$ cat config.mk
export PLATFORM = sky130hd
export DESIGN_NAME = head_table_writer_flat
export DESIGN_NICKNAME = d
export VERILOG_FILES = /design/src/rtl/head_table_writer_if.sv /design/src/rtl/head_table_writer.sv /design/src/flat_wrapper.sv
export SDC_FILE = /design/constraint.sdc
export NUM_CORES = 1
export LEC_CHECK = 0
export ABC_AREA = 1
export CAP_MARGIN = 25
export CORE_AREA = 2 2 139 141
export CTS_CLUSTER_SIZE = 25
export DETAILED_ROUTE_END_ITERATION = 16
export DIE_AREA = 0 0 141 143
export PLACE_DENSITY = 0.69
export SYNTH_ARGS = -nofsm -noshare
export SYNTH_HDL_FRONTEND = slang
export SYNTH_SLANG_ARGS = --single-unit
$ cat constraint.sdc
create_clock -name clk_i -period 3.6 [get_ports clk_i]
set_input_delay 0.72 -clock clk_i [delete_from_list [all_inputs] [get_ports clk_i]]
set_output_delay 0.72 -clock clk_i [all_outputs]
set_load 0.05 [all_outputs]
$ cat src/rtl/head_table_writer_if.sv
// Shared head-table types and the head RAM write interface.
// The writer drives it as master; the head table consumes it as slave.
package head_table_pkg;

    localparam int BUCKET_WIDTH = 8;

    typedef struct packed {
        logic       ptr_val;
        logic [7:0] ptr;
    } head_ram_data_t;

endpackage

interface head_table_if #(
    parameter int A_WIDTH = 8,
    parameter int P_WIDTH = 8
) ();

    logic [A_WIDTH-1:0] wr_addr;
    logic [P_WIDTH-1:0] wr_data_ptr;
    logic               wr_data_ptr_val;
    logic               wr_en;

    modport master (
        output wr_addr,
        output wr_data_ptr,
        output wr_data_ptr_val,
        output wr_en
    );

    modport slave (
        input wr_addr,
        input wr_data_ptr,
        input wr_data_ptr_val,
        input wr_en
    );

endinterface

$ cat src/rtl/head_table_writer.sv
// head_table_writer: buffers insert/delete head-pointer updates in two FIFOs,
// arbitrates round-robin and issues one registered head RAM write per cycle.
// Ports: clk_i/rst_i (async, active-high); ins_*/del_* request channels with
// valid/ready; ht_if (head_table_if.master) write port; clear_busy_i pauses
// arbitration; busy_o = work outstanding; wr_cnt_o = issued write count.

module head_table_writer_fifo #(
    parameter int W     = 17,
    parameter int DEPTH = 4
) (
    input  logic                       clk_i,
    input  logic                       rst_i,
    input  logic                       i_push,
    input  logic [W-1:0]               i_data,
    input  logic                       i_pop,
    output logic [W-1:0]               o_data,
    output logic                       o_full,
    output logic                       o_empty,
    output logic [$clog2(DEPTH):0]     o_cnt
);

    localparam int AW = $clog2(DEPTH);
    localparam int CW = AW + 1;

    logic [W-1:0]  r_mem [DEPTH];
    logic [AW-1:0] r_wp;
    logic [AW-1:0] r_rp;
    logic [CW-1:0] r_cnt;

    logic w_push;
    logic w_pop;

    assign o_full  = (r_cnt == CW'(DEPTH));
    assign o_empty = (r_cnt == '0);
    assign o_cnt   = r_cnt;
    assign o_data  = r_mem[r_rp];

    // A push is refused on full even if a pop happens the same cycle.
    assign w_push = i_push && !o_full;
    assign w_pop  = i_pop && !o_empty;

    always_ff @(posedge clk_i) begin
        if (w_push) begin
            r_mem[r_wp] <= i_data;
        end
    end

    // Depth is a power of two, so pointers wrap naturally.
    always_ff @(posedge clk_i or posedge rst_i) begin
        if (rst_i) begin
            r_wp  <= '0;
            r_rp  <= '0;
            r_cnt <= '0;
        end else begin
            if (w_push) begin
                r_wp <= r_wp + 1'b1;
            end
            if (w_pop) begin
                r_rp <= r_rp + 1'b1;
            end
            unique case ({w_push, w_pop})
                2'b10:   r_cnt <= r_cnt + 1'b1;
                2'b01:   r_cnt <= r_cnt - 1'b1;
                default: r_cnt <= r_cnt;
            endcase
        end
    end

endmodule

module head_table_writer
    import head_table_pkg::*;
#(
    parameter int A_WIDTH    = BUCKET_WIDTH,
    parameter int P_WIDTH    = $bits(head_ram_data_t) - 1,
    parameter int FIFO_DEPTH = 4
) (
    input  logic               clk_i,
    input  logic               rst_i,

    input  logic [A_WIDTH-1:0] ins_bucket_i,
    input  logic [P_WIDTH-1:0] ins_ptr_i,
    input  logic               ins_ptr_val_i,
    input  logic               ins_valid_i,
    output logic               ins_ready_o,

    input  logic [A_WIDTH-1:0] del_bucket_i,
    input  logic [P_WIDTH-1:0] del_ptr_i,
    input  logic               del_ptr_val_i,
    input  logic               del_valid_i,
    output logic               del_ready_o,

    head_table_if.master       ht_if,

    input  logic               clear_busy_i,
    output logic               busy_o,
    output logic [15:0]        wr_cnt_o
);

    localparam int E  = A_WIDTH + P_WIDTH + 1;
    localparam int CW = $clog2(FIFO_DEPTH) + 1;

    typedef enum logic {
        PRIO_INS = 1'b0,
        PRIO_DEL = 1'b1
    } prio_e;

    prio_e r_prio;

    logic [E-1:0]  w_ins_din;
    logic [E-1:0]  w_del_din;
    logic [E-1:0]  w_ins_dout;
    logic [E-1:0]  w_del_dout;
    logic [E-1:0]  w_pop_data;
    logic          w_ins_full;
    logic          w_del_full;
    logic          w_ins_empty;
    logic          w_del_empty;
    logic [CW-1:0] w_ins_cnt;
    logic [CW-1:0] w_del_cnt;
    logic          w_gnt_ins;
    logic          w_gnt_del;

    logic [A_WIDTH-1:0] r_wr_addr;
    logic [P_WIDTH-1:0] r_wr_ptr;
    logic               r_wr_ptr_val;
    logic               r_wr_en;
    logic [15:0]        r_wr_cnt;

    assign w_ins_din = {ins_bucket_i, ins_ptr_i, ins_ptr_val_i};
    assign w_del_din = {del_bucket_i, del_ptr_i, del_ptr_val_i};

    assign ins_ready_o = !w_ins_full;
    assign del_ready_o = !w_del_full;

    head_table_writer_fifo #(
        .W     (E),
        .DEPTH (FIFO_DEPTH)
    ) u_ins_fifo (
        .clk_i   (clk_i),
        .rst_i   (rst_i),
        .i_push  (ins_valid_i),
        .i_data  (w_ins_din),
        .i_pop   (w_gnt_ins),
        .o_data  (w_ins_dout),
        .o_full  (w_ins_full),
        .o_empty (w_ins_empty),
        .o_cnt   (w_ins_cnt)
    );

    head_table_writer_fifo #(
        .W     (E),
        .DEPTH (FIFO_DEPTH)
    ) u_del_fifo (
        .clk_i   (clk_i),
        .rst_i   (rst_i),
        .i_push  (del_valid_i),
        .i_data  (w_del_din),
        .i_pop   (w_gnt_del),
        .o_data  (w_del_dout),
        .o_full  (w_del_full),
        .o_empty (w_del_empty),
        .o_cnt   (w_del_cnt)
    );

    // Round-robin: a lone non-empty FIFO always wins; on contention the
    // prio channel wins. Nothing is granted while the RAM is being cleared.
    always_comb begin
        w_gnt_ins = 1'b0;
        w_gnt_del = 1'b0;
        if (!clear_busy_i) begin
            if (!w_ins_empty && (w_del_empty || r_prio == PRIO_INS)) begin
                w_gnt_ins = 1'b1;
            end else if (!w_del_empty) begin
                w_gnt_del = 1'b1;
            end
        end
    end

    assign w_pop_data = w_gnt_del ? w_del_dout : w_ins_dout;

    always_ff @(posedge clk_i or posedge rst_i) begin
        if (rst_i) begin
            r_prio <= PRIO_INS;
        end else if (w_gnt_ins) begin
            r_prio <= PRIO_DEL;
        end else if (w_gnt_del) begin
            r_prio <= PRIO_INS;
        end
    end

    // Address/data hold their last value when nothing is granted.
    always_ff @(posedge clk_i or posedge rst_i) begin
        if (rst_i) begin
            r_wr_en      <= 1'b0;
            r_wr_addr    <= '0;
            r_wr_ptr     <= '0;
            r_wr_ptr_val <= 1'b0;
        end else begin
            r_wr_en <= w_gnt_ins || w_gnt_del;
            if (w_gnt_ins || w_gnt_del) begin
                r_wr_addr    <= w_pop_data[E-1 -: A_WIDTH];
                r_wr_ptr     <= w_pop_data[P_WIDTH:1];
                r_wr_ptr_val <= w_pop_data[0];
            end
        end
    end

    always_ff @(posedge clk_i or posedge rst_i) begin
        if (rst_i) begin
            r_wr_cnt <= '0;
        end else if (r_wr_en) begin
            r_wr_cnt <= r_wr_cnt + 16'd1;
        end
    end

    assign ht_if.wr_addr         = r_wr_addr;
    assign ht_if.wr_data_ptr     = r_wr_ptr;
    assign ht_if.wr_data_ptr_val = r_wr_ptr_val;
    assign ht_if.wr_en           = r_wr_en;

    assign busy_o   = (w_ins_cnt != '0) || (w_del_cnt != '0) || r_wr_en;
    assign wr_cnt_o = r_wr_cnt;

endmodule
$ cat src/flat_wrapper.sv
// flat-port wrapper written by rule: the top's interface ports become plain ports
module head_table_writer_flat import head_table_pkg::*;
#(
    parameter int A_WIDTH    = BUCKET_WIDTH,
    parameter int P_WIDTH    = $bits(head_ram_data_t) - 1,
    parameter int FIFO_DEPTH = 4
)
  (clk_i, rst_i, ins_bucket_i, ins_ptr_i, ins_ptr_val_i, ins_valid_i, ins_ready_o, del_bucket_i, del_ptr_i, del_ptr_val_i, del_valid_i, del_ready_o, clear_busy_i, busy_o, wr_cnt_o, ht_if_wr_addr, ht_if_wr_data_ptr, ht_if_wr_data_ptr_val, ht_if_wr_en);
  head_table_if #(.A_WIDTH(A_WIDTH), .P_WIDTH(P_WIDTH)) ht_if_i ();
  input  logic clk_i;
  input  logic rst_i;
  input  logic [A_WIDTH-1:0] ins_bucket_i;
  input  logic [P_WIDTH-1:0] ins_ptr_i;
  input  logic ins_ptr_val_i;
  input  logic ins_valid_i;
  output logic ins_ready_o;
  input  logic [A_WIDTH-1:0] del_bucket_i;
  input  logic [P_WIDTH-1:0] del_ptr_i;
  input  logic del_ptr_val_i;
  input  logic del_valid_i;
  output logic del_ready_o;
  input  logic clear_busy_i;
  output logic busy_o;
  output logic [15:0] wr_cnt_o;
  output wire logic [$bits(ht_if_i.wr_addr)-1:0] ht_if_wr_addr;
  output wire logic [$bits(ht_if_i.wr_data_ptr)-1:0] ht_if_wr_data_ptr;
  output wire logic [$bits(ht_if_i.wr_data_ptr_val)-1:0] ht_if_wr_data_ptr_val;
  output wire logic [$bits(ht_if_i.wr_en)-1:0] ht_if_wr_en;
  assign ht_if_wr_addr = ht_if_i.wr_addr;
  assign ht_if_wr_data_ptr = ht_if_i.wr_data_ptr;
  assign ht_if_wr_data_ptr_val = ht_if_i.wr_data_ptr_val;
  assign ht_if_wr_en = ht_if_i.wr_en;
  head_table_writer #(.A_WIDTH(A_WIDTH), .P_WIDTH(P_WIDTH), .FIFO_DEPTH(FIFO_DEPTH)) u_core (.clk_i(clk_i), .rst_i(rst_i), .ins_bucket_i(ins_bucket_i), .ins_ptr_i(ins_ptr_i), .ins_ptr_val_i(ins_ptr_val_i), .ins_valid_i(ins_valid_i), .ins_ready_o(ins_ready_o), .del_bucket_i(del_bucket_i), .del_ptr_i(del_ptr_i), .del_ptr_val_i(del_ptr_val_i), .del_valid_i(del_valid_i), .del_ready_o(del_ready_o), .ht_if(ht_if_i), .clear_busy_i(clear_busy_i), .busy_o(busy_o), .wr_cnt_o(wr_cnt_o));
endmodule
### Word level (Yosys, flattened, before mapping)

Memory sizes are Yosys's and may differ from the RTL's.
Index checks and enable logic that the tools add are counted.

* add/subtract/negate cells: 9
* equality and inequality tests: 6
* reduce and logical (&&, ||, !) cells: 20
* multiplexer cells: 14
* bitwise operators: 1

Operators by type and width (number)
* $mux W17: 1
* $add A16 B1 Y16 const B: 1
* $pmux W3 S2: 2
* $mux W1: 11
* $add A2 B1 Y2 const B: 4
* $add A3 B1 Y3 const B: 2
* $eq A3 B3 Y1 const B: 2
* $logic_not A3 Y1: 2
* $reduce_bool A2 Y1: 3
* $reduce_bool A3 Y1: 2
* $sub A3 B1 Y3 const B: 2
* $logic_and A1 B1 Y1: 5
* $eq A2 B1 Y1 const B: 2
* $eq A2 B2 Y1 const B: 2
* $logic_not A1 Y1: 4
* $logic_or A1 B1 Y1: 4
* $not A1 Y1: 1

* logic and storage cells: 64
* bits in writable memories: 136
* input port bits: 39
* memories kept: 2
* output and inout bits: 37
* register bits after elaboration: 49

Memories
* u_core.u_del_fifo.r_mem: depth 4, width 17, read ports 1, clocked after Yosys merged registers in 0, write ports 1, line head_table_writer.sv:25 `logic [W-1:0] r_mem [DEPTH];`
* u_core.u_ins_fifo.r_mem: depth 4, width 17, read ports 1, clocked after Yosys merged registers in 0, write ports 1, line head_table_writer.sv:25

### Longest topological paths before layout

Gate-level depths: netlist of run 1.

* depth in word-level cells: 8
* depth in mapped cells: 13
* mapped depth without buffers: 12

### Cells and area by module

Synthesis of run 1 repeated with hierarchy kept, for this count alone.

* cell total of the unflattened synthesis: 736
* area total of the unflattened synthesis: 8135.3 um^2

By module, submodules not included
* head_table_writer_fifo: seq. area each 2217.1 um^2, cells each 260, instances 2, area an instance 3193.1 um^2
* head_table_writer: seq. area each 875.8 um^2, cells each 216, instances 1, area an instance 1749.2 um^2

### Least setup slack after synthesis of run 1

No wires, ideal clock.

* path kind: register to register
* start: reg u_core.u_ins_fifo.r_cnt[0], in the netlist u_core.u_ins_fifo.o_cnt[0]
* end: reg u_core.u_ins_fifo.r_cnt[2], in the netlist u_core.u_ins_fifo.o_cnt[2]
* data required time: 3.469 ns
* arrival time: 2.255 ns
* path buffers: 0
* cell stages (with the launch flop): 10
* clock period less this slack: 2.385 ns
* setup time: 0.131 ns
* path slack: 1.215 ns
* cell sequence: dfrtp_1 > inv_1 > nand3_1 > nand2_1 > ha_1 > inv_1 > fa_1 > a21oi_1 > o21ai_0 > xor2_1

* elaborated cells on any way between the ends: 15
* classes of those cells: 2 x add/sub; 3 x eq/ne; 3 x mux; 7 x reduce/logical

RTL lines
* start, declared: line head_table_writer.sv:28 `logic [CW-1:0] r_cnt;`
* start signal, assigned: line head_table_writer.sv:62 `2'b10: r_cnt <= r_cnt + 1'b1;`
* start signal, assigned: line head_table_writer.sv:63 `2'b01: r_cnt <= r_cnt - 1'b1;`
* start signal, assigned: line head_table_writer.sv:64 `default: r_cnt <= r_cnt;`
* $eq A3 B3 Y1 (*): line head_table_writer.sv:33 `assign o_full = (r_cnt == CW'(DEPTH));`
* $logic_not A1 Y1 (*)
* net ins_ready_o: line flat_wrapper.sv:16 `output logic ins_ready_o;`
* $logic_and A1 B1 Y1 (*): line head_table_writer.sv:39 `assign w_push = i_push && !o_full;`
* $eq A2 B1 Y1 or $eq A2 B2 Y1 (tied branches): line head_table_writer.sv:61 `unique case ({w_push, w_pop})`
* $pmux W3 S2 or $reduce_bool A2 Y1 (tied branches)

The timed path passes the listed nets; every way through them passes the cells marked *.
A chain may end at the register's enable or synchronous reset.

### Worst setup path after layout of run 1

* start: reg u_core.u_ins_fifo.r_cnt[1], in the netlist u_core.u_ins_fifo.o_cnt[1]
* end: out busy_o

* word-level cells in the longest chain between the ends: 3

RTL lines
* $reduce_bool A3 Y1: line head_table_writer.sv:222 `assign busy_o = (w_ins_cnt != '0) || (w_del_cnt != '0) || r_wr_en;`
* $logic_or A1 B1 Y1 (2 in series): line head_table_writer.sv:222
* end, declared: line flat_wrapper.sv:23 `output logic busy_o;`

No other way between the ends.

==> results of run 1 <==
## power by group through the flow
stage               combinational, uW  clock [uW]  sequential (uW)
floorplan                        1900           0             3590
global placement                 3250           0             3180
detailed placement               3310           0             3190
CTS                              3320        1820             3150
global route                     3670        1920             3200
finish                           3290        1790             3150
## through the flow
stage / cell area (um^2) / setup WS (ns)
2_1_floorplan: 8077 / 1.215
3_3_place_gp: 9057 / 0.7205
3_5_place_dp: 9077 / 0.7001
4_1_cts: 9643 / 0.8639
5_1_grt: 9643 / 0.7725
6_report: 9643 / 0.8770
## how the worst min path moves through the flow
stage,from,endpoint,slack [ns]
after CTS,u_core.u_ins_fifo.o_cnt[0],u_core.u_ins_fifo.o_cnt[0],0.48
after floorplan,u_core.u_ins_fifo.o_cnt[0],u_core.u_ins_fifo.o_cnt[0],0.45
after global routing,u_core.u_ins_fifo.o_cnt[0],u_core.u_ins_fifo.o_cnt[0],0.51
final,u_core.u_ins_fifo.o_cnt[0],u_core.u_ins_fifo.o_cnt[0],0.47
after global placement,u_core.u_ins_fifo.o_cnt[0],u_core.u_ins_fifo.o_cnt[0],0.46
after detailed placement,u_core.u_ins_fifo.o_cnt[0],u_core.u_ins_fifo.o_cnt[0],0.46
## per-layer routing
layer | up-vias | track usage, %
met5 | - | 0
met4 | 0 | 4.211
met3 | 13 | 4.829
met2 | 127 | 28.60
met1 | 2556 | 23.33
li1 | 2671 | -
## Yosys cell counts (2+ instances only)
master	count	area share, %
nor2_1	22	1.0
xnor2_1	6	0.65
a21oi_1	4	0.25
nand2_1	257	12
inv_2	6	0.28
ha_1	11	1.7
buf_2	17	1.1
xor2_1	14	1.5
nand4_1	3	0.23
nand3_1	110	6.8
dfrtp_1	49	15
clkbuf_1	2	0.093
nor2_2	2	0.15
buf_6	4	0.56
inv_1	121	5.6
o21ai_0	5	0.31
edfxtp_1	136	51
nand2_2	4	0.31
nand2_4	2	0.28
fa_1	2	0.50
buf_4	3	0.28
## flip-flops by register name, indices dropped and copies added (netlist names), 3 cells and up
register	count
u_core.wr_cnt_o	16
u_core.u_del_fifo.o_cnt	3
u_core.ht_if.wr_data_ptr	8
u_core.u_del_fifo.r_mem	68
u_core.u_ins_fifo.o_cnt	3
u_core.ht_if.wr_addr	8
u_core.u_ins_fifo.r_mem	68
## logic make-up after synthesis
family | Yosys count | synth area share, %
AO/OA/AOI/OAI | 10 | 0.6196
buffers and inverters | 155 | 8.009
AND/OR/NAND/NOR | 404 | 21.25
XOR/XNOR | 20 | 2.169
flip-flops | 185 | 65.75
adder cells (fa/ha/maj) | 13 | 2.200
## cell type report
cell class / count / share of cell area, %
timing repair buffer: 89 / 9.005
inverter: 129 / 5.047
tap: 234 / 3.036
clock inverter: 13 / 1.414
clock buffer: 18 / 4.451
multi-input combinational: 447 / 21.98
sequential: 185 / 55.07
==> results by group, run 1 <==
Outcome
  • Outcome: completed

Final layout
  • Total Nets Final: 921
  • Diode count: 0
  • Layout fillers: 1617
  • Area of the multi-input gates: 2120 um^2
  • Layout Utilization: 51.90%
  • Layout area overhead: 19.40%
  • Layout cells sized above 1: 7.037%
  • FF/Latch Area: 5310 um^2
  • Most frequent cells in the layout: nand2_1 (257), edfxtp_1 (136), inv_1 (120)
  • Final Non-Filler Cells: 1115
  • Most common cell after layout, fill and taps aside: nand2_1

Drt
  • Final wirelength: 16460 um
  • Met2 wire len: 8098 um
  • Top sig layer: met4
  • Vias post-DR: 5367
  • Post-detailed-route DRC marker count: 0
  • Vias per cell: 4.813
  • DRT Pass-1 Iters: 5
  • Drt wl/cell: 14.76 um
  • M1 WL: 7481 um
  • Drt first-iter violations: 458
  • Met3 wire length: 749 um
  • Remaining antenna violation count after routing: 0

STA
  • Worst hold margin: 0.4707 ns
  • Max-slew headroom: 48.08%
  • Fmax: 367.2 MHz
  • Final count of negative-setup-slack endpoints: 0
  • Worst-margin pin slew: 0.7788 ns
  • Slew Limit Fails: 0
  • RSZ-0062 raised after global routing: no
  • Fin. Hold Viols: 0
  • Period Utilization, post-route: 75.64%
  • Crit path time final: 2.723 ns
  • Final Skew: 0.01476 ns
  • Setup tns final: 0 ns

Yosys
  • EDFF count, synth: 136
  • Mapped Area: 8076 um^2
  • Top_reg_cell synth: edfxtp_1
  • Ys Warns: 0
  • Net Count, Synth: 839
  • Avg Cell Area, Syn: 10.26 um^2
  • Count of different cell masters after synthesis: 28
  • Async set-or-reset flop fraction in the synthesized netlist: 26.49%
  • Mapped Cells: 787
  • #FFs+latches synth: 185
  • Sequential share of the synthesized area: 65.75%

Clock network
  • CTS Buffer Depth: 2
  • # resized after CTS: 0
  • CTS clk-pin slew, worst paths: 0.07 ns
  • Total CTS buffers: 17
  • Hold buffers post-CTS: 0
  • CTS root buf: clkbuf_16
  • H-tree levels: 4
  • Sink Count: 185
  • Worst-Skew Late Latency: 0.44 ns
  • Postcts setup bufs: 0
  • CTS tree: built

GRT
  • Global Route Usage Sum: 17.46%
  • Largest net degree at the start of global routing: 40
  • Initial antenna violation count: 0
  • Overflow left after global routing: 0
  • Global-route wire length before repair: 26710 um
  • Vias in the first global route: 5156

Job
  • MaxCap Viol Count: 0

Pwr
  • Max VDD drop: 0.0004007 V
  • Switching part of the total: 41.02%
  • Internal Power: 4851 uW
  • Clock power share: 21.8%
  • Combinational power share: 40.0%
  • Power per cell area: 853.0 nW/um^2
  • Power share of the sequential group: 38.2%
  • Psw: 3374 uW
  • Lkg Pwr: 0.004278 uW
  • Total power: 8225 uW

Worst setup path
  • CP Launch Type: flip-flop
  • Worst R2R End: u_core.u_del_fifo.o_cnt[2]
  • CP Cell Sequence: inv_1, nand3_2, nor2_1, nand2_1, clkdlybuf4s50_1
  • Stages on worst setup path: 5
  • Worst Setup SP: u_core.u_ins_fifo.o_cnt[1]
  • Worst EP arrival: 2.00 ns
  • Slowest CP cell: clkdlybuf4s50_1
  • CP Capture Type: primary output
  • Largest stage delay on the critical path: 0.70 ns
  • Kind of critical path: reg2out
  • Worst path top cell family by delay: buffers and inverters
  • Worst reg2reg path depth: 11
  • Crit-path max FO: 3
  • CP required: 2.88 ns
  • Worst path bufs/invs: 2
  • Setup crit end: busy_o
  • Flop2flop setup slack: 1.35 ns
  • Reg2reg start: u_core.u_ins_fifo.o_cnt[1]

Hold path
  • Min-delay worst type: reg2reg
  • Hold Path Cell Cnt: 1

Floorplanning
  • FP Rows: 50
  • Starting density of the core: 43.47%
  • I/O Pins: 76
  • Core area: 18580 um^2
  • Die Height: 143 um
  • Die W: 141 um
  • Die ar.: 20160 um^2

Placed design
  • IO buf count: 75
  • GPL Wtd Cong: 0.7876
  • DP Wirelength: 10590 um
  • Placed cell count: 1084
Note: power is estimated with default switching activity, not from simulation.
==> run 2, diff against run 1 <==
clock period = 2.59 ns   (was 3.6 ns; I/O delays follow)
==> results by group, run 2 (same netlist as run 1, synthesis figures left out) <==
Drt
  • Post-detailed-route DRC marker count: 0 (unchanged)
  • Vias per cell: 4.799 (-0.29%)
  • Remaining antenna violation count after routing: 0 (unchanged)
  • DRT Pass-1 Iters: 5 (unchanged)
  • Drt first-iter violations: 457 (-0.22%)
  • Vias post-DR: 5385 (+0.34%)
  • Drt wl/cell: 14.76 um (about the same)
  • Final wirelength: 16560 um (+0.63%)

Worst setup path
  • Kind of critical path: reg2out
  • CP required: 2.07 ns (-0.81 ns)
  • Worst path bufs/invs: 1 (-1)
  • Worst EP arrival: 1.84 ns (-0.16 ns)
  • Slowest CP cell: clkdlybuf4s50_1
  • Largest stage delay on the critical path: 0.82 ns (+0.12 ns)
  • Worst path top cell family by delay: buffers and inverters
  • Flop2flop setup slack: 0.53 ns (-0.82 ns)
  • Crit-path max FO: 3 (unchanged)
  • CP Cell Sequence: nor2_2, nand2_1, clkdlybuf4s50_1
  • CP Capture Type: primary output
  • CP Launch Type: flip-flop

Clock network
  • Sink Count: 185 (unchanged)
  • CTS clk-pin slew, worst paths: 0.07 ns (about the same)
  • CTS Buffer Depth: 2 (unchanged)
  • Total CTS buffers: 17 (unchanged)
  • CTS tree: built
  • CTS root buf: clkbuf_16
  • H-tree levels: 4 (unchanged)
  • Worst-Skew Late Latency: 0.44 ns (about the same)

STA
  • Final count of negative-setup-slack endpoints: 0 (unchanged)
  • Max-slew headroom: 57.77% (+9.7 points)
  • RSZ-0062 raised after global routing: no
  • Crit path time final: 2.360 ns
  • Fmax: 423.8 MHz
  • Setup tns final: 0 ns (unchanged)
  • Period Utilization, post-route: 91.10%
  • Worst-margin pin slew: 0.6334 ns (-0.1453 ns)
  • Fin. Hold Viols: 0 (unchanged)
  • Final Skew: 0.01180 ns (-0.002962 ns)
  • Slew Limit Fails: 0 (unchanged)

Pwr
  • Power per cell area: 1192 nW/um^2 (+40%)
  • Switching part of the total: 41.10% (+0.074 points)
  • Combinational power share: 40.6% (+0.6 points)
  • Power share of the sequential group: 37.5% (-0.7 points)
  • Clock power share: 22.0% (+0.2 points)
  • Psw: 4749 uW (+41%)
  • Lkg Pwr: 0.004319 uW (+0.96%)
  • Internal Power: 6806 uW (+40%)
  • Max VDD drop: 0.0006026 V (+50%)

Final layout
  • Most frequent cells in the layout: nand2_1 (257), edfxtp_1 (136), inv_1 (120)
  • Total Nets Final: 927 (+0.65%)
  • Diode count: 0 (unchanged)
  • Post-Layout Inst Area: 9694 um^2 (+0.53%)
  • Layout fillers: 1622 (+0.31%)
  • Most common cell after layout, fill and taps aside: nand2_1
  • Layout area overhead: 20.03%
  • Layout cells sized above 1: 7.770% (+0.73 points)

Placed design
  • IO buf count: 75 (unchanged)
  • Area post-placement: 9110 um^2 (+0.36%)
  • DP Wirelength: 10880 um (+2.8%)
  • GPL Wtd Cong: 0.7538 (-4.3%)

GRT
  • Overflow left after global routing: 0 (unchanged)
  • Initial antenna violation count: 0 (unchanged)
  • Vias in the first global route: 5093 (-1.2%)
  • Most Used Layer, Global Route: met2
  • Global Route Usage Sum: 17.37% (-0.093 points)
  • Largest net degree at the start of global routing: 50 (+25%)
  • Global-route wire length before repair: 26500 um (-0.78%)
  • Met1 Use GR: 22.50% (-0.83 points)
  • Met3 usage: 3.924% (-0.91 points)
  • Global Route met2 Usage: 29.06% (+0.46 points)

Floorplanning
  • Die ar.: 20160 um^2 (unchanged)
  • Die W: 141 um (unchanged)
  • I/O Pins: 76 (unchanged)
  • Core area: 18580 um^2 (unchanged)
  • Die Height: 143 um (unchanged)
  • FP Rows: 50 (unchanged)
  • Starting density of the core: 43.47% (unchanged)

Job
  • MaxCap Viol Count: 0 (unchanged)

Outcome
  • Outcome: completed

Hold path
  • Min-delay worst type: reg2reg
## run 2: changes by cell type in the layout (fill, tap and decap cells not counted)
cell	previous run	this run
buf_12	1	0
buf_4	13	20
clkdlybuf4s50_1	75	74
clkinv_2	1	0
clkinv_4	0	4
clkinvlp_4	4	1
dlymetal6s2s_1	0	1
inv_6	3	4
## run 2: worst reg2reg max path: cells and delay by family, from the launching register on
family	cells	cell delay [ns]
fa+ha+maj	2	0.52
simple gates	4	0.45
flops	1	0.42
compound gates	2	0.24
buf+inv	2	0.17
xor+xnor	1	0.16
## run 2: area by class of cell
type	count	area [um^2]	area share (%)
flip-flops and latches	185	5310	54.78
clock buffers	18	429.2	4.427
clock inverters	14	152.6	1.575
inverters	129	486.7	5.021
multi-input cells	447	2120	21.86
repair buffers	95	903.4	9.319
well taps	234	292.8	3.020
## run 2: power groups by stage
stage | clock, uW | combinational (uW) | sequential, uW
floorplan | 0 | 2640 | 4980
global placement | 0 | 4620 | 4370
detailed placement | 0 | 4720 | 4390
CTS | 2590 | 4750 | 4330
global route | 2710 | 5220 | 4400
finish | 2540 | 4690 | 4330
## run 2: metal layers
| metal | share of wire, % | vias up |
|---|---|---|
| li1 | - | 2684 |
| met1 | 42 | 2544 |
| met2 | 51 | 139 |
| met3 | 5.4 | 18 |
| met4 | 1.6 | 0 |
| met5 | 0 | - |
## run 2: worst paths after layout
path / startpoint / to / depth (start not counted)
hold reg to reg: u_core.u_ins_fifo.o_cnt[0] / u_core.u_ins_fifo.o_cnt[0] / 1
max in group asynchronous: rst_i / u_core.u_ins_fifo.o_cnt[1] / 3
setup / recovery: u_core.u_del_fifo.o_cnt[0] / del_ready_o / 3
setup reg to reg: u_core.u_del_fifo.o_cnt[0] / u_core.u_ins_fifo.o_cnt[2] / 11
min in group asynchronous: rst_i / u_core.u_del_fifo.r_wp[0] / 3
hold / removal: u_core.u_ins_fifo.o_cnt[0] / u_core.u_ins_fifo.o_cnt[0] / 1
## run 2: through the flow
| step | power [uW] | cells | hold slack (ns) | util (%) | setup WS, ns |
|---|---|---|---|---|---|
| floorplan | 7624 | 787 | 0.4465 | - | 0.2046 |
| global placement | 8996 | 1090 | 0.4652 | 49.03 | 0.1290 |
| detailed placement | 9106 | 1090 | 0.4640 | 49.03 | 0.09607 |
| CTS | 11670 | 1122 | 0.4772 | 52.16 | 0.06797 |
| global route | 12330 | 1122 | 0.5039 | 52.18 | 0.1592 |
| finish | 11560 | 1122 | 0.4770 | 52.18 | 0.2304 |
## run 2: what timing repair did
item | CTS | global route
setup buffers | 0 | 0
resized for setup | 0 | 1
setup endpoints to repair | 0 | 1
hold buffers | 0 | 0
==> run 3, diff against run 2 <==
REMOVE_ABC_BUFFERS = 1   (was unset)
==> results by group, run 3 (same netlist as run 1, synthesis figures left out) <==
Worst setup path
  • Slowest CP cell: clkdlybuf4s50_1
  • CP Launch Type: flip-flop
  • CP required: 2.07 ns (about the same)
  • Kind of critical path: reg2out
  • CP Capture Type: primary output
  • Flop2flop setup slack: 0.53 ns (about the same)
  • Crit-path max FO: 3 (unchanged)
  • CP Cell Sequence: inv_1, nand3_1, clkdlybuf4s50_1
  • Largest stage delay on the critical path: 0.81 ns (about the same)
  • Worst reg2reg path depth: 11 (unchanged)
  • Worst R2R End: u_core.u_ins_fifo.o_cnt[2]
  • Reg2reg start: u_core.u_del_fifo.o_cnt[0]
  • Worst EP arrival: 1.79 ns (-0.05 ns)

Hold path
  • WHS Endpoint: u_core.u_ins_fifo.o_cnt[0]
  • Hold Path Cell Cnt: 1 (unchanged)
  • Worst Min Path Start: u_core.u_ins_fifo.o_cnt[0]
  • Min-delay worst type: reg2reg

STA
  • Worst-margin pin slew: 0.6545 ns (+0.02108 ns)
  • Setup tns final: 0 ns (unchanged)
  • Final count of negative-setup-slack endpoints: 0 (unchanged)
  • Period Utilization, post-route: 89.10% (-2.0 points)
  • Fin. Hold Viols: 0 (unchanged)
  • RSZ-0062 raised after global routing: no
  • Fmax: 433.3 MHz (+2.3%)
  • Final Worst Setup Slack: 0.2824 ns (+0.05198 ns)
  • Crit path time final: 2.308 ns (-0.05198 ns)
  • Slew Limit Fails: 0 (unchanged)
  • Max-slew headroom: 56.30% (-1.5 points)
  • Final Skew: 0.007827 ns (-0.003974 ns)

Drt
  • Vias per cell: 4.820 (+0.42%)
  • Drt first-iter violations: 291 (-36%)
  • DRT Pass-1 Iters: 6 (+1)
  • Vias post-DR: 5403 (+0.33%)
  • Final wirelength: 15860 um (-4.2%)
  • Post-detailed-route DRC marker count: 0 (unchanged)
  • Remaining antenna violation count after routing: 0 (unchanged)
  • Drt wl/cell: 14.15 um (-4.2%)

GRT
  • Vias in the first global route: 5122 (+0.57%)
  • Largest net degree at the start of global routing: 50 (unchanged)
  • Overflow left after global routing: 0 (unchanged)
  • Initial antenna violation count: 0 (unchanged)
  • Global Route Usage Sum: 16.74% (-0.63 points)
  • Global-route wire length before repair: 25780 um (-2.7%)

Placed design
  • GPL Wtd Cong: 0.8170 (+8.4%)
  • DP Worst Slack: 0.1439 ns (+0.04784 ns)
  • IO buf count: 75 (unchanged)
  • DP Wirelength: 10020 um (-7.9%)

Clock network
  • CTS root buf: clkbuf_16
  • CTS tree: built
  • Postcts setup bufs: 0 (unchanged)
  • CTS Buffer Depth: 2 (unchanged)
  • Sink Count: 185 (unchanged)
  • H-tree levels: 4 (unchanged)
  • Hold buffers post-CTS: 0 (unchanged)
  • CTS clk-pin slew, worst paths: 0.06 ns (about the same)
  • # resized after CTS: 0 (unchanged)
  • Worst-Skew Late Latency: 0.43 ns (about the same)
  • Total CTS buffers: 17 (unchanged)

Final layout
  • Layout area overhead: 19.97% (about the same)
  • Most common cell after layout, fill and taps aside: nand2_1
  • Total Nets Final: 926 (-0.11%)
  • Most frequent cells in the layout: nand2_1 (257), edfxtp_1 (136), inv_1 (120)
  • Layout cells sized above 1: 7.666% (-0.10 points)
  • Diode count: 0 (unchanged)

Outcome
  • Outcome: completed

Pwr
  • Max VDD drop: 0.0007310 V (+21%)
  • Lkg Pwr: 0.004312 uW (-0.16%)
  • Power per cell area: 1181 nW/um^2 (-0.95%)

Floorplanning
  • I/O Pins: 76 (unchanged)
  • Die Height: 143 um (unchanged)
  • Die ar.: 20160 um^2 (unchanged)
  • FP Rows: 50 (unchanged)
  • Starting density of the core: 43.47% (unchanged)
  • Core area: 18580 um^2 (unchanged)
  • Die W: 141 um (unchanged)

Job
  • MaxCap Viol Count: 0 (unchanged)
[run 3: final cells by class]
| type | instances | area, um^2 |
|---|---|---|
| multi-input combinational | 447 | 2120 |
| tap | 234 | 292.8 |
| timing repair buffer | 94 | 895.9 |
| clock buffer | 17 | 425.4 |
| inverter | 129 | 486.7 |
| clock inverter | 15 | 158.9 |
| fill | 1581 | 8891 |
| sequential | 185 | 5310 |
[run 3: worst max path at each step]
stage,to,startpoint,cells after the start,slack (ns)
detailed placement,u_core.u_del_fifo.o_cnt[2],clear_busy_i,12,0.14
global route,del_ready_o,u_core.u_del_fifo.o_cnt[0],3,0.18
floorplan,u_core.u_ins_fifo.o_cnt[2],u_core.u_ins_fifo.o_cnt[0],9,0.20
CTS,busy_o,u_core.u_ins_fifo.o_cnt[1],5,0.07
global placement,u_core.u_del_fifo.o_cnt[2],clear_busy_i,12,0.15
finish,ins_ready_o,u_core.u_ins_fifo.o_cnt[1],3,0.28
[run 3: layer usage]
metal	wire [um]	global-route usage, %	vias up
li1	-	-	2679
met3	788	4.158	19
met1	7205	22.17	2584
met5	0	0	-
met2	7618	27.52	121
met4	245	5.053	0
[run 3: critical path: cells and delay by family (launching register included)]
| kind | cells | cell delay [ns] |
|---|---|---|
| buf+inv | 2 | 0.90 |
| flops | 1 | 0.35 |
| simple gates | 1 | 0.11 |
[run 3: power by group]
part	switching, uW	internal (uW)	leakage (uW)
combinational	3100	1440	0.00218
sequential	379	3980	0.00185
clock	1170	1360	0.000282
total	4650	6790	0.00431
[run 3: per-stage QoR]
stage / hold WS, ns / cell area [um^2] / utilization [%] / total power (uW) / std cells
detailed placement: 0.4641 / 9102 / 48.99 / 9007 / 1089
global route: 0.4879 / 9689 / 52.15 / 12230 / 1121
floorplan: 0.4465 / 7916 / - / 7412 / 761
global placement: 0.4641 / 9102 / 48.99 / 8906 / 1089
CTS: 0.4774 / 9687 / 52.13 / 11550 / 1121
finish: 0.4760 / 9689 / 52.15 / 11440 / 1121
